### src/rtl/alu_issue_stage.sv
// ---------------------------------------------------------------------------
// alu_issue_stage
//
// Purpose:
//   Issue stage in front of the 8-bit ALU. Requests {opcode,a,b} are queued
//   in a DEPTH-entry FIFO. Illegal opcodes are removed when they reach the
//   head. The stage presents one legal operation at a time on registered
//   alu_* outputs and holds it until the result consumer accepts it.
//
// Optional feature:
//   `define ALU_ISSUE_DIVZERO_TRAP_EN  -> DIV (4'b0011) with b==0 is dropped
//                                        like an illegal opcode.
//   (undefined)                        -> such entries are issued unchanged.
//
// Ports:
//   clk         in   single clock, all state on posedge
//   rst_n       in   synchronous reset, active-low
//   flush       in   synchronous clear of FIFO and output stage
//   in_valid    in   request valid
//   in_ready    out  FIFO not full
//   in_opcode   in   [3:0] requested opcode
//   in_a, in_b  in   [7:0] operands
//   out_valid   out  alu_* hold a legal operation
//   out_ready   in   downstream consumed the ALU result this cycle
//   alu_opcode  out  [3:0] registered opcode
//   alu_a/b     out  [7:0] registered operands
//   level       out  FIFO occupancy (output register not counted)
//   drop_pulse  out  1-cycle pulse after a popped entry is discarded
//   drop_cnt    out  [7:0] saturating count of discarded entries
// ---------------------------------------------------------------------------
module alu_issue_stage #(
    parameter int DEPTH = 4
) (
    input  logic                         clk,
    input  logic                         rst_n,
    input  logic                         flush,
    input  logic                         in_valid,
    output logic                         in_ready,
    input  logic [3:0]                   in_opcode,
    input  logic [7:0]                   in_a,
    input  logic [7:0]                   in_b,
    output logic                         out_valid,
    input  logic                         out_ready,
    output logic [3:0]                   alu_opcode,
    output logic [7:0]                   alu_a,
    output logic [7:0]                   alu_b,
    output logic [$clog2(DEPTH+1)-1:0]   level,
    output logic                         drop_pulse,
    output logic [7:0]                   drop_cnt
);

    localparam int AW = (DEPTH > 1) ? $clog2(DEPTH) : 1;
    localparam int LW = $clog2(DEPTH + 1);

    // Entry layout: {opcode[19:16], a[15:8], b[7:0]}
    logic [19:0]   mem [DEPTH];
    logic [AW-1:0] wr_ptr_reg;
    logic [AW-1:0] rd_ptr_reg;
    logic [LW-1:0] count_reg;

    logic          out_valid_reg;
    logic [3:0]    alu_opcode_reg;
    logic [7:0]    alu_a_reg;
    logic [7:0]    alu_b_reg;
    logic          drop_pulse_reg;
    logic [7:0]    drop_cnt_reg;

    logic          full;
    logic          empty;
    logic          push;
    logic          pop;
    logic [19:0]   head;
    logic          head_illegal;
    logic          load;
    logic          drop;

    assign full  = (count_reg == LW'(DEPTH));
    assign empty = (count_reg == '0);

    // No bypass: a push is refused whenever the FIFO is full, even if a pop
    // happens in the same cycle.
    assign push = in_valid && !full;
    assign pop  = !empty && (!out_valid_reg || out_ready);

    assign head = mem[rd_ptr_reg];

`ifdef ALU_ISSUE_DIVZERO_TRAP_EN
    assign head_illegal = (head[19:16] >= 4'hA) ||
                          ((head[19:16] == 4'h3) && (head[7:0] == 8'h00));
`else
    assign head_illegal = (head[19:16] >= 4'hA);
`endif

    // A discarded head is still popped but never reaches the output register.
    assign load = pop && !head_illegal;
    assign drop = pop && head_illegal;

    // Storage array: no reset, written only on an accepted, non-flushed push.
    always_ff @(posedge clk) begin
        if (rst_n && !flush && push) begin
            mem[wr_ptr_reg] <= {in_opcode, in_a, in_b};
        end
    end

    always_ff @(posedge clk) begin
        if (!rst_n) begin
            wr_ptr_reg     <= '0;
            rd_ptr_reg     <= '0;
            count_reg      <= '0;
            out_valid_reg  <= 1'b0;
            alu_opcode_reg <= '0;
            alu_a_reg      <= '0;
            alu_b_reg      <= '0;
            drop_pulse_reg <= 1'b0;
            drop_cnt_reg   <= '0;
        end else if (flush) begin
            // drop_cnt and the (now invalid) alu_* values are kept.
            wr_ptr_reg     <= '0;
            rd_ptr_reg     <= '0;
            count_reg      <= '0;
            out_valid_reg  <= 1'b0;
            drop_pulse_reg <= 1'b0;
        end else begin
            // Pointers wrap naturally because DEPTH is a power of two.
            if (push) begin
                wr_ptr_reg <= wr_ptr_reg + AW'(1);
            end
            if (pop) begin
                rd_ptr_reg <= rd_ptr_reg + AW'(1);
            end
            case ({push, pop})
                2'b10:   count_reg <= count_reg + LW'(1);
                2'b01:   count_reg <= count_reg - LW'(1);
                default: count_reg <= count_reg;
            endcase

            if (load) begin
                out_valid_reg  <= 1'b1;
                alu_opcode_reg <= head[19:16];
                alu_a_reg      <= head[15:8];
                alu_b_reg      <= head[7:0];
            end else if (out_valid_reg && out_ready) begin
                out_valid_reg  <= 1'b0;
            end

            drop_pulse_reg <= drop;
            if (drop && (drop_cnt_reg != 8'hFF)) begin
                drop_cnt_reg <= drop_cnt_reg + 8'd1;
            end
        end
    end

    assign in_ready   = !full;
    assign out_valid  = out_valid_reg;
    assign alu_opcode = alu_opcode_reg;
    assign alu_a      = alu_a_reg;
    assign alu_b      = alu_b_reg;
    assign level      = count_reg;
    assign drop_pulse = drop_pulse_reg;
    assign drop_cnt   = drop_cnt_reg;

endmodule
### config.mk
export PLATFORM = sky130hd
export DESIGN_NAME = alu_issue_stage
export DESIGN_NICKNAME = d
export VERILOG_FILES = /design/src/rtl/alu_issue_stage.sv
export SDC_FILE = /design/constraint.sdc
export NUM_CORES = 1
export LEC_CHECK = 0
export CELL_PAD_IN_SITES_DETAIL_PLACEMENT = 0
export CELL_PAD_IN_SITES_GLOBAL_PLACEMENT = 2
export CORE_AREA = 2 2 119 121
export CTS_CLUSTER_DIAMETER = 80
export DETAILED_ROUTE_END_ITERATION = 6
export DIE_AREA = 0 0 121 123
export PLACE_DENSITY = 0.74
export SYNTH_ARGS = -nofsm -noshare
export SYNTH_HDL_FRONTEND = slang
export SYNTH_SLANG_ARGS = --single-unit
### constraint.sdc
create_clock -name clk -period 2.41 [get_ports clk]
set_clock_uncertainty 0.1 [all_clocks]
set_input_delay 0.6025 -clock clk [delete_from_list [all_inputs] [get_ports clk]]
set_output_delay 0.6025 -clock clk [all_outputs]
set_load 0.05 [all_outputs]
# --- Word-level counts from Yosys, hierarchy flattened ---
# Memory sizes are Yosys's and may differ from the RTL's. A register that Yosys moved wholly into a read port is not among the register bits.
# Cells that the tools add are included.
totals:
  reg_bits: 37
  latch_bits: 0
  ram_bits: 80
  mem_bits_ro: 0
  inputBits: 25
  output_inout_bits: 34
  elab_cells: 49
  mem_count: 1
op_classes:
  addsub: 5
  multipliers: 0
  n_div: 0
  order_cmp: 1
  n_eq_ne: 4
  shifts: 0
  mux: 7
  n_bitwise: 2
  n_reduce_logical: 20
mem_list:
  columns: ["name", "words", "word_bits", "rd", "rd_ports_with_merged_regs", "write_ports", "line", "text"]
  rows:
  - ["mem", 4, 20, 1, 1, 1, "56", "logic [19:0] mem [DEPTH];"]
op_table:
  columns: ["cell", "n"]
  rows:
  - ["8-bit by 1-bit adder with 8-bit output, second input constant", 1]
  - ["1-bit logical AND", 8]
  - ["8-bit != test, second input constant", 1]
  - ["3-bit case mux with 2 select lines", 1]
  - ["1-bit logical NOT", 5]
  - ["2-bit by 1-bit adder with 2-bit output, second input constant", 2]
  - ["4-bit >= comparator, second input constant", 1]
  - ["1-bit two-way mux", 4]
  - ["2-bit two-way mux", 2]
  - ["2-bit AND reduction", 2]
  - ["2-bit nonzero test", 2]
  - ["3-bit by 1-bit adder with 3-bit output, second input constant", 1]
  - ["3-bit equality test, second input constant", 1]
  - ["3-bit logical NOT", 1]
  - ["3-bit by 1-bit subtractor with 3-bit output, second input constant", 1]
  - ["2-bit by 1-bit equality test with 1-bit output, second input constant", 1]
  - ["2-bit equality test, second input constant", 1]
  - ["1-bit NOT", 2]
  - ["2-bit OR reduction", 1]
  - ["1-bit logical OR", 1]

# --- Logic depth before layout (Yosys ltp) ---
# Gate-level depths: netlist (run 1).
depth:
  ltp_word: 6
  depth_mapped: 8
  ltp_nobuf: 8

# --- Worst setup path after synthesis (run 1) ---
# Ideal clock, no wire load.
synth_timing:
  kind: "register -> register"
  start: "register count_reg[2] (netlist: level[2])"
  end: "register count_reg[2] (netlist: level[2])"
  setup_time_ps: 71
  arrival_time_ps: 2681
  required_ps: 2239
  slack_ps: -441
  path_stages_with_launch: 9
  path_buffers: 0
  synth_period_minus_slack_ps: 2851
  path_cell_list: "dfxtp_1 or3b_2 nand2_1 ha_1 inv_1 fa_1 xor2_1 or3_1 a21oi_1"
synth_between:
  elab_chain_cells: 5
  elab_cells_between_ends: 12
  cone_classes: "add/sub (2); eq/ne (3); mux (1); reduce/logical (6)"
synth_lines:
  columns: ["element", "line", "text"]
  rows:
  - ["start: declaration", "59", "logic [LW-1:0] count_reg;"]
  - ["start signal: assignment", "132", "2'b10: count_reg <= count_reg + LW'(1);"]
  - ["start signal: assignment", "133", "2'b01: count_reg <= count_reg - LW'(1);"]
  - ["start signal: assignment", "134", "default: count_reg <= count_reg;"]
  - ["3-bit equality test (*)", "77", "assign full = (count_reg == LW'(DEPTH));"]
  - ["1-bit logical NOT (*)", null, null]
  - ["net in_ready", "38", "output logic in_ready,"]
  - ["1-bit logical AND (*)", "82", "assign push = in_valid && !full;"]
  - ["2-bit by 1-bit equality test with 1-bit output or 2-bit equality test (tied branches)", "131", "case ({push, pop})"]
  - ["3-bit case mux with 2 select lines or 2-bit nonzero test (tied branches)", null, null]
# The timed path passes the listed nets; every way through them passes the cells marked *.
# A chain may end at the register's enable or synchronous reset.

# --- Worst setup path in the final report (run 1) ---
layout_timing:
  start: "register drop_cnt_reg[3] (netlist: drop_cnt[3])"
  end: "output port drop_cnt[3]"
layout_rtl:
  columns: ["element", "line", "text"]
  rows:
  - ["start: declaration", "66", "logic [7:0] drop_cnt_reg;"]
  - ["start signal: assignment", "148", "drop_cnt_reg <= drop_cnt_reg + 8'd1;"]
  - ["end: declaration", "49", "output logic [7:0] drop_cnt"]
# No word-level cell between the ends.

==> results of run 1 <==
## worst paths after layout
path	startpoint	depth (start not counted)	slack, ns	end
worst max-delay path	drop_cnt[3]	1	0.06	drop_cnt[3]
worst min-delay path	alu_b[5]	2	0.38	alu_b[5]
worst max register to register	level[1]	8	0.19	level[2]
worst min register to register	alu_b[5]	2	0.38	alu_b[5]
## cell families (layout without fill, tap and decap cells)
logic type / Yosys count / count (layout) / share of synthesized area, %
flip-flops: 119 / 119 / 68.44
AND/OR/NAND/NOR: 74 / 74 / 8.556
AO/OA/AOI/OAI: 51 / 51 / 5.730
multiplexers: 26 / 26 / 11.22
buffers and inverters: 25 / 120 / 3.067
adder cells (fa/ha/maj): 7 / 7 / 2.045
XOR/XNOR: 5 / 5 / 0.9418
## power groups by stage
stage          combinational, W  sequential, W  clock (W)
5_1_grt                0.000491        0.00225    0.00225
3_5_place_dp           0.000456        0.00229          0
6_report               0.000453        0.00225    0.00213
4_1_cts                0.000458        0.00225    0.00217
2_1_floorplan          0.000208        0.00235          0
3_3_place_gp           0.000452        0.00229          0
## synth_stat cells, types with 2 or more instances
library cell  count  area [um2]
nand3_1          24       120.1
a21oi_1          26       130.1
clkbuf_1         10       37.54
xor2_1            2       17.52
and4_1            2       17.52
buf_6             2       22.52
dfxtp_1          39       780.8
nand2b_1          7       43.79
nand2_1           9       33.78
xnor2_1           3       26.28
buf_2             5       25.02
mux4_1            3       78.83
mux2i_1           6       60.06
ha_1              6       75.07
and2_1            4       25.02
edfxtp_1         80        2402
nor3_1            2       10.01
nor2_1           10       37.54
or3_1             2       12.51
o21ai_0          21       105.1
mux4_2           17       382.9
inv_1             6       22.52
nor4_1            6       37.54
o31ai_1           2       15.01
## worst reg2reg max path, cell delays in order, from the launching register on
cell,delay [ns]
dfxtp_2,0.34
or3b_4,0.42
nand2_2,0.09
ha_1,0.16
inv_1,0.05
fa_1,0.37
xor2_1,0.16
or3_1,0.31
a21oi_1,0.14
## per-layer routing
| layer | track usage (%) | wire length (um) | vias up |
|---|---|---|---|
| met1 | 17.91 | 4407 | 1407 |
| li1 | - | - | 1341 |
| met3 | 3.598 | 441 | 14 |
| met4 | 7.631 | 181 | 0 |
| met2 | 21.73 | 4706 | 72 |
| met5 | 0 | 0 | - |
## cells in the final DEF, fill, tap and decap left out, types with 6 or more instances in the layout
master           Yosys  layout
edfxtp_1            80      80
nand2b_1             7       7
buf_4                0      20
ha_1                 6       6
mux2i_1              6       6
clkbuf_16            0      17
o21ai_0             21      21
nor2_1              10      10
inv_1                6       6
mux4_2              17      17
dfxtp_1             39      36
nor4_1               6       6
a21oi_1             26      26
nand2_1              9       8
clkbuf_1            10       7
nand3_1             24      24
clkdlybuf4s50_1      0      55
## metrics by stage
step | instance area [um2] | hold slack, ns | power (W)
floorplan | 4662 | 0.3692 | 0.002562
global placement | 5583 | 0.3702 | 0.002738
detailed placement | 5583 | 0.3760 | 0.002742
CTS | 6078 | 0.3827 | 0.004873
global route | 6081 | 0.3980 | 0.004995
finish | 6081 | 0.3804 | 0.004827
## area by class of cell
cell class	count	share of cell area [%]
multi-input combinational	163	21.95
inverter	6	0.3704
clock inverter	7	0.5350
clock buffer	25	7.654
tap	180	3.704
timing repair buffer	82	13.33
sequential	119	52.45
==> impl_metrics.yaml, run 1 <==
setup_path:
  crit_chain: "clkdlybuf4s50_1"
  cp_max_fo: 6
  crit_type: "flop to output pin"
  start_kind: "flop"
  critical_path.top_delay_family: "buffers and inverters"
  cp_data_arrival_time_ns: 1.65
  critPathSlowestCell: "clkdlybuf4s50_1"
  cp.required_ns: 1.71
  cp-end-kind: "output pin"
  worst-path-buf-inv: 1
  max_stage_delay_ns: 0.84
timing:
  worst_pin_slew_ns: 0.7406
  setup_viol: 0
  report.final.hold_viol_count: 0
  rsz0062_at_grt: "false"
  timing.fmax_ghz: 0.4252
  period_share_pct: 97.58
  worst_slack_ns: 0.05826
  finalSetupTns_ns: 0
  final.min_clock_period_ns: 2.352
  slew_headroom_pct: 50.57
  drv_slew: 0
synthesis:
  synth_flop_cell: "edfxtp_1"
  syn_inst: 307
  async_reset_ff_share_pct: 0
  synth_fp_nets: 339
  synth_seq_cells: 119
  yosysWarningCount: 0
  ys_seq_area_share_pct: 68.44
  synth_area_um2: 4651
  syn_avg_cell_area_um2: 15.15
  synth.distinct_cells: 37
  synth_edf_count: 80
clock_tree:
  cts_buffer_depth: 2
  ctsRootBufferMaster: "clkbuf_16"
  cts_hold_buf: 0
  clk_pin_slew_worst_paths_ns: 0.05
  numClockSinks: 119
  clk_latency_ns: 0.41
  post-cts-setup-buffers: 0
  ctsHtreeMaxLevel: 4
  postCtsResizedCells: 2
  cts_tree: "built"
  cts_made_buffers: 17
floorplanning:
  initial_utilization_pct: 34.17
  io_pins: 59
  die_h_um: 123
  die_width_um: 121
  num_rows: 43
  die_area_um2: 14880
  core-area_um2: 13610
route:
  post-route-drc-count: 0
  post_drt_wl_per_cell_um: 16.73
  wl_um: 9737
  drt-initial-drc-count: 245
  viasPerCell: 4.869
  drt_first_pass_iters: 4
  vias: 2834
  ant_nets: 0
hold_path:
  hp-class: "flop to flop"
pwr:
  seq_power_share_pct: 46.5
  leakagePower_nw: 2.001
  intPower_w: 0.003730
  power_frac_clock_pct: 44.1
  share_comb_of_total_power_pct: 9.4
  powerDensity_nw_per_um2: 793.9
  max-vdd-ir-drop_uv: 486.1
  power_switching_w: 0.001097
  swShare_pct: 22.73
cells_and_area:
  seqCellArea_um2: 3189
  finalNonFillerCells: 582
  nets: 421
  final_util_pct: 44.67
  multi_input_area_um2: 1335
  largest-register: "mem"
  final.fill_count: 1244
  diodes: 0
  drive_above_1_share_pct: 17.66
  area_growth_pct: 30.75
  largest_register_ffs: 80
global_route:
  grt_usage_pct: 13.97
  grt_pass1_wl_um: 15080
  antenna_found_initial: 0
  overflow: 0
  grt_max_degree: 24
  grt_pass1_vias: 2829
place:
  hpwl_um: 6242
  numPortBuffers: 58
  routabilityCongestion: 0.7503
  dp_cells: 550
  dp_slack_ns: -0.2540
status:
  status: "complete, no violations"
run:
  drv_cap: 0
Note: power is estimated with default switching activity, not from simulation.
==> inputs of run 2 (changes only) <==
--- a/config.mk
+++ b/config.mk
@@ -7,11 +7,14 @@
 export LEC_CHECK = 0
 export CELL_PAD_IN_SITES_DETAIL_PLACEMENT = 0
 export CELL_PAD_IN_SITES_GLOBAL_PLACEMENT = 2
-export CORE_AREA = 2 2 119 121
+export CORE_AREA = 2 2 116 118
+export CTS_BUF_LIST = sky130_fd_sc_hd__clkbuf_4
 export CTS_CLUSTER_DIAMETER = 80
+export CTS_CLUSTER_SIZE = 20
 export DETAILED_ROUTE_END_ITERATION = 6
-export DIE_AREA = 0 0 121 123
-export PLACE_DENSITY = 0.74
+export DIE_AREA = 0 0 118 120
+export HOLD_SLACK_MARGIN = 0.03
+export PLACE_DENSITY = 0.77
 export SYNTH_ARGS = -nofsm -noshare
 export SYNTH_HDL_FRONTEND = slang
 export SYNTH_SLANG_ARGS = --single-unit
==> impl_metrics.yaml, run 2 (synthesis gave the netlist of run 1 again) <==
status:
  status: "complete, no violations"
global_route:
  grt_pass1_vias: 2829
  overflow: 0
  antenna_found_initial: 0
  grt_pass1_wl_um: 14960
  grt_max_degree: 23
  grt_usage_pct: 14.03
timing:
  slew_headroom_pct: 46.62
  drv_slew: 0
  rsz0062_at_grt: "false"
  setup_viol: 0
  worst_pin_slew_ns: 0.7999
  period_share_pct: 92.73
  timing.fmax_ghz: 0.4475
  report.final.hold_viol_count: 0
  final.min_clock_period_ns: 2.235
place:
  numPortBuffers: 58
  hpwl_um: 6014
  dp_cells: 543
  routabilityCongestion: 0.7425
floorplanning:
  initial_utilization_pct: 35.83
  die_area_um2: 14160
  io_pins: 59
  die_h_um: 120
  die_width_um: 118
  num_rows: 42
  core-area_um2: 12980
clock_tree:
  ctsHtreeMaxLevel: 4
  numClockSinks: 119
  cts_buffer_depth: 2
  clk_latency_ns: 0.50
  ctsRootBufferMaster: "clkbuf_4"
  cts_tree: "built"
  cts_made_buffers: 17
  cts_hold_buf: 0
  clk_pin_slew_worst_paths_ns: 0.11
  postCtsResizedCells: 25
  post-cts-setup-buffers: 0
cells_and_area:
  mostFrequentLayoutCell: "edfxtp_1"
  seqCellArea_um2: 3189
  multi_input_area_um2: 1335
  drive_above_1_share_pct: 19.30
  largest-register: "mem"
  area_growth_pct: 27.01
  layout_common_cells: "edfxtp_1, dfxtp_1, a21oi_1"
  nets: 418
  finalNonFillerCells: 575
  diodes: 0
  final.fill_count: 1195
  largest_register_ffs: 80
pwr:
  leakagePower_nw: 2.159
  power_w: 0.004374
  max-vdd-ir-drop_uv: 469.3
  powerDensity_nw_per_um2: 740.5
setup_path:
  crit_chain: "dlygate4sd2_1"
  start_kind: "flop"
  cp.required_ns: 1.71
  critical_path.top_delay_family: "buffers and inverters"
  critPathSlowestCell: "dlygate4sd2_1"
  crit_type: "flop to output pin"
  cp_data_arrival_time_ns: 1.53
  max_stage_delay_ns: 0.56
  worst-path-buf-inv: 1
  cp-end-kind: "output pin"
  cp_max_fo: 7
run:
  drv_cap: 0
hold_path:
  hp-class: "flop to flop"
route:
  post-route-drc-count: 0
  wl_um: 9301
  vias: 2811
  drt_first_pass_iters: 4
  drt-initial-drc-count: 191
  viasPerCell: 4.889
  post_drt_wl_per_cell_um: 16.18
  ant_nets: 0
==> run 2: changes by cell type in the layout (fill, tap and decap cells not counted), sizes merged, moves of 3 or more <==
cell	before	now
clkbuf	25	17
clkinvlp	0	3
bufinv	0	5
dlygate4sd2	2	25
dlymetal6s2s	1	8
clkdlybuf4s50	55	24
==> run 2: area by class of cell <==
type / count / area share, %
inverter: 6 / 0.3813
clock inverter: 15 / 3.813
clock buffer: 17 / 2.161
multi-input combinational: 163 / 22.60
timing repair buffer: 79 / 13.32
tap: 176 / 3.728
sequential: 119 / 53.99
==> run 2: report_power, final <==
part / leakage, nW / internal (W) / switching, W
registers: 1.04 / 0.00221 / 0.0000231
clock network: 0.176 / 0.000933 / 0.000761
logic: 0.943 / 0.000180 / 0.000262
total: 2.16 / 0.00333 / 0.00105
==> run 2: final timing paths <==
| path | start | end | slack, ns | depth (start not counted) |
|---|---|---|---|---|
| setup reg to reg | level[2] | level[2] | 0.20 | 8 |
| hold / removal | alu_b[1] | alu_b[1] | 0.38 | 2 |
| hold reg to reg | alu_b[1] | alu_b[1] | 0.38 | 2 |
| setup / recovery | drop_cnt[0] | drop_cnt[0] | 0.18 | 1 |
==> run 2: stage by stage <==
step | setup TNS, ns | worst slack, ns | utilization, % | hold slack, ns | cell area, um2
after floorplan | 0 | 0.002248 | - | 0.3692 | 4662
final | 0 | 0.1753 | 45.51 | 0.3770 | 5907
after global routing | 0 | 0.03085 | 45.51 | 0.4099 | 5907
after CTS | 0 | 0.004694 | 45.35 | 0.3842 | 5887
after global placement | -2.951 | -0.2083 | 42.88 | 0.3633 | 5565
after detailed placement | -3.821 | -0.2278 | 42.88 | 0.3682 | 5565
==> run 2: routing by layer <==
layer	vias up	routed length, um	global-route usage, %
li1	1338	-	-
met1	1406	4142	17.69
met2	59	4661	22.38
met3	8	403	5.228
met4	0	94	4.744
met5	-	0	0
==> inputs of run 3 (changes only) <==
--- a/config.mk
+++ b/config.mk
@@ -13,6 +13,7 @@
 export CTS_CLUSTER_SIZE = 20
 export DETAILED_ROUTE_END_ITERATION = 6
 export DIE_AREA = 0 0 118 120
+export GPL_TIMING_DRIVEN = 0
 export HOLD_SLACK_MARGIN = 0.03
 export PLACE_DENSITY = 0.77
 export SYNTH_ARGS = -nofsm -noshare
==> impl_metrics.yaml, run 3 (synthesis gave the netlist of run 1 again) <==
status:
  status: "complete, no violations"
global_route:
  overflow: 0
  grt_max_degree: 21
  antenna_found_initial: 0
  grt_usage_pct: 14.05
  grt_pass1_wl_um: 14940
  grt_pass1_vias: 2815
  met2_usage_pct: 22.42
  grtUsageMet3_pct: 4.230
  met1_usage_pct: 17.89
  grt-busiest-layer: "met2"
clock_tree:
  post-cts-setup-buffers: 0
  numClockSinks: 119
  ctsHtreeMaxLevel: 4
  clk_pin_slew_worst_paths_ns: 0.10
  clk_latency_ns: 0.50
  cts_buffer_depth: 2
  cts_hold_buf: 0
  cts_tree: "built"
  cts_made_buffers: 17
  ctsRootBufferMaster: "clkbuf_4"
setup_path:
  worst-path-buf-inv: 2
  cp-end-kind: "flop"
  max_stage_delay_ns: 0.45
  crit_chain: "clkdlybuf4s50_1 > nor2b_1 > nor2_1 > ha_1 > inv_1 > fa_1 > xor2_1 > or3_1 > a21oi_1"
  cp.required_ns: 2.74
  critical_path.top_delay_family: "simple AND/OR/NAND/NOR gates"
  crit_type: "input port to flop"
  cp_max_fo: 6
  cp_data_arrival_time_ns: 2.64
  critPathSlowestCell: "clkdlybuf4s50_1"
  start_kind: "input port"
floorplanning:
  core-area_um2: 12980
  num_rows: 42
  io_pins: 59
  die_width_um: 118
  die_h_um: 120
  initial_utilization_pct: 35.83
  die_area_um2: 14160
cells_and_area:
  diodes: 0
  nets: 416
  largest-register: "mem"
  mostFrequentLayoutCell: "edfxtp_1"
  largest_register_ffs: 80
  layout_common_cells: "edfxtp_1, dfxtp_1, a21oi_1"
  multi_input_area_um2: 1335
  area_growth_pct: 23.16
  drive_above_1_share_pct: 16.12
  final.fill_count: 1203
  seqCellArea_um2: 3189
  finalNonFillerCells: 573
route:
  drt_first_pass_iters: 4
  ant_nets: 0
  post_drt_wl_per_cell_um: 16.15
  viasPerCell: 4.883
  vias: 2798
  wl_um: 9254
  post-route-drc-count: 0
  drt-initial-drc-count: 133
timing:
  finalSetupTns_ns: 0
  timing.fmax_ghz: 0.4317
  slew_headroom_pct: 56.59
  worst_pin_slew_ns: 0.6512
  report.final.hold_viol_count: 0
  worst_slack_ns: 0.09335
  setup_viol: 0
  rsz0062_at_grt: "false"
  final.min_clock_period_ns: 2.317
  drv_slew: 0
  period_share_pct: 96.13
pwr:
  swShare_pct: 23.92
  power_switching_w: 0.0009738
  powerDensity_nw_per_um2: 710.7
  leakagePower_nw: 2.063
  max-vdd-ir-drop_uv: 308.0
  intPower_w: 0.003097
  power_frac_clock_pct: 34.6
  power_w: 0.004071
  seq_power_share_pct: 54.9
  share_comb_of_total_power_pct: 10.4
place:
  dp_cells: 541
  routabilityCongestion: 0.7567
  hpwl_um: 6097
  numPortBuffers: 58
  dp_slack_ns: -0.5724
run:
  drv_cap: 0
hold_path:
  hp-class: "flop to flop"
## run 3: cell count changes in the layout (fill, tap and decap cells not counted), sizes merged
cell           previous run  this run
buf                      22         9
clkbuf                   17        30
clkinv                    5         9
bufinv                    5         3
clkinvlp                  3         1
inv                       8         6
clkdlybuf4s50            24        25
dlymetal6s2s              8         7
## run 3: worst paths after layout
kind	to	start	slack (ns)	cells after the start
setup / recovery	level[2]	out_ready	0.09	9
hold reg to reg	alu_a[3]	alu_a[3]	0.38	2
setup reg to reg	level[2]	level[2]	0.14	8
hold / removal	alu_a[3]	alu_a[3]	0.38	2
## run 3: worst reg2reg max path, stage by stage (launching register included)
cell and delay (ns):
dfxtp_4 0.37, or3b_4 0.39, nand2_2 0.12, ha_1 0.19
inv_1 0.06, fa_1 0.37, xor2_1 0.15, or3_1 0.30
a21oi_1 0.15
## run 3: final cells by class
type                    instances  area share (%)
flip-flops and latches        119           55.68
inverters                       6          0.3932
clock inverters                13           2.381
clock buffers                  19           2.490
repair buffers                 58           9.808
plain buffers                  19           2.097
multi-input cells             163           23.31
well taps                     176           3.844
## run 3: routing by layer
metal  share of wire, %  routed length (um)
met1                 45                4170
met2                 49                4502
met3                5.0                 459
met4                1.3                 123
met5                  0                   0
## run 3: metrics by stage
stage | util, % | hold WS [ns] | instance area [um2]
after floorplan | - | 0.3692 | 4662
after global placement | 42.09 | 0.3648 | 5463
after detailed placement | 42.09 | 0.3716 | 5463
after CTS | 43.99 | 0.3843 | 5710
after global routing | 44.13 | 0.4024 | 5728
final | 44.13 | 0.3850 | 5728
## run 3: repair_timing
item / CTS / global route
setup endpoints to repair: 43 / 68
gates cloned: 0 / 0
gates resized for setup: 27 / 12
## run 3: power by group through the flow
stage | Sequential (W) | Combinational (W) | Clock (W)
2_1_floorplan | 0.00235 | 0.000208 | 0
3_3_place_gp | 0.00228 | 0.000438 | 0
3_5_place_dp | 0.00229 | 0.000439 | 0
4_1_cts | 0.00224 | 0.000430 | 0.00146
5_1_grt | 0.00224 | 0.000462 | 0.00155
6_report | 0.00224 | 0.000425 | 0.00141
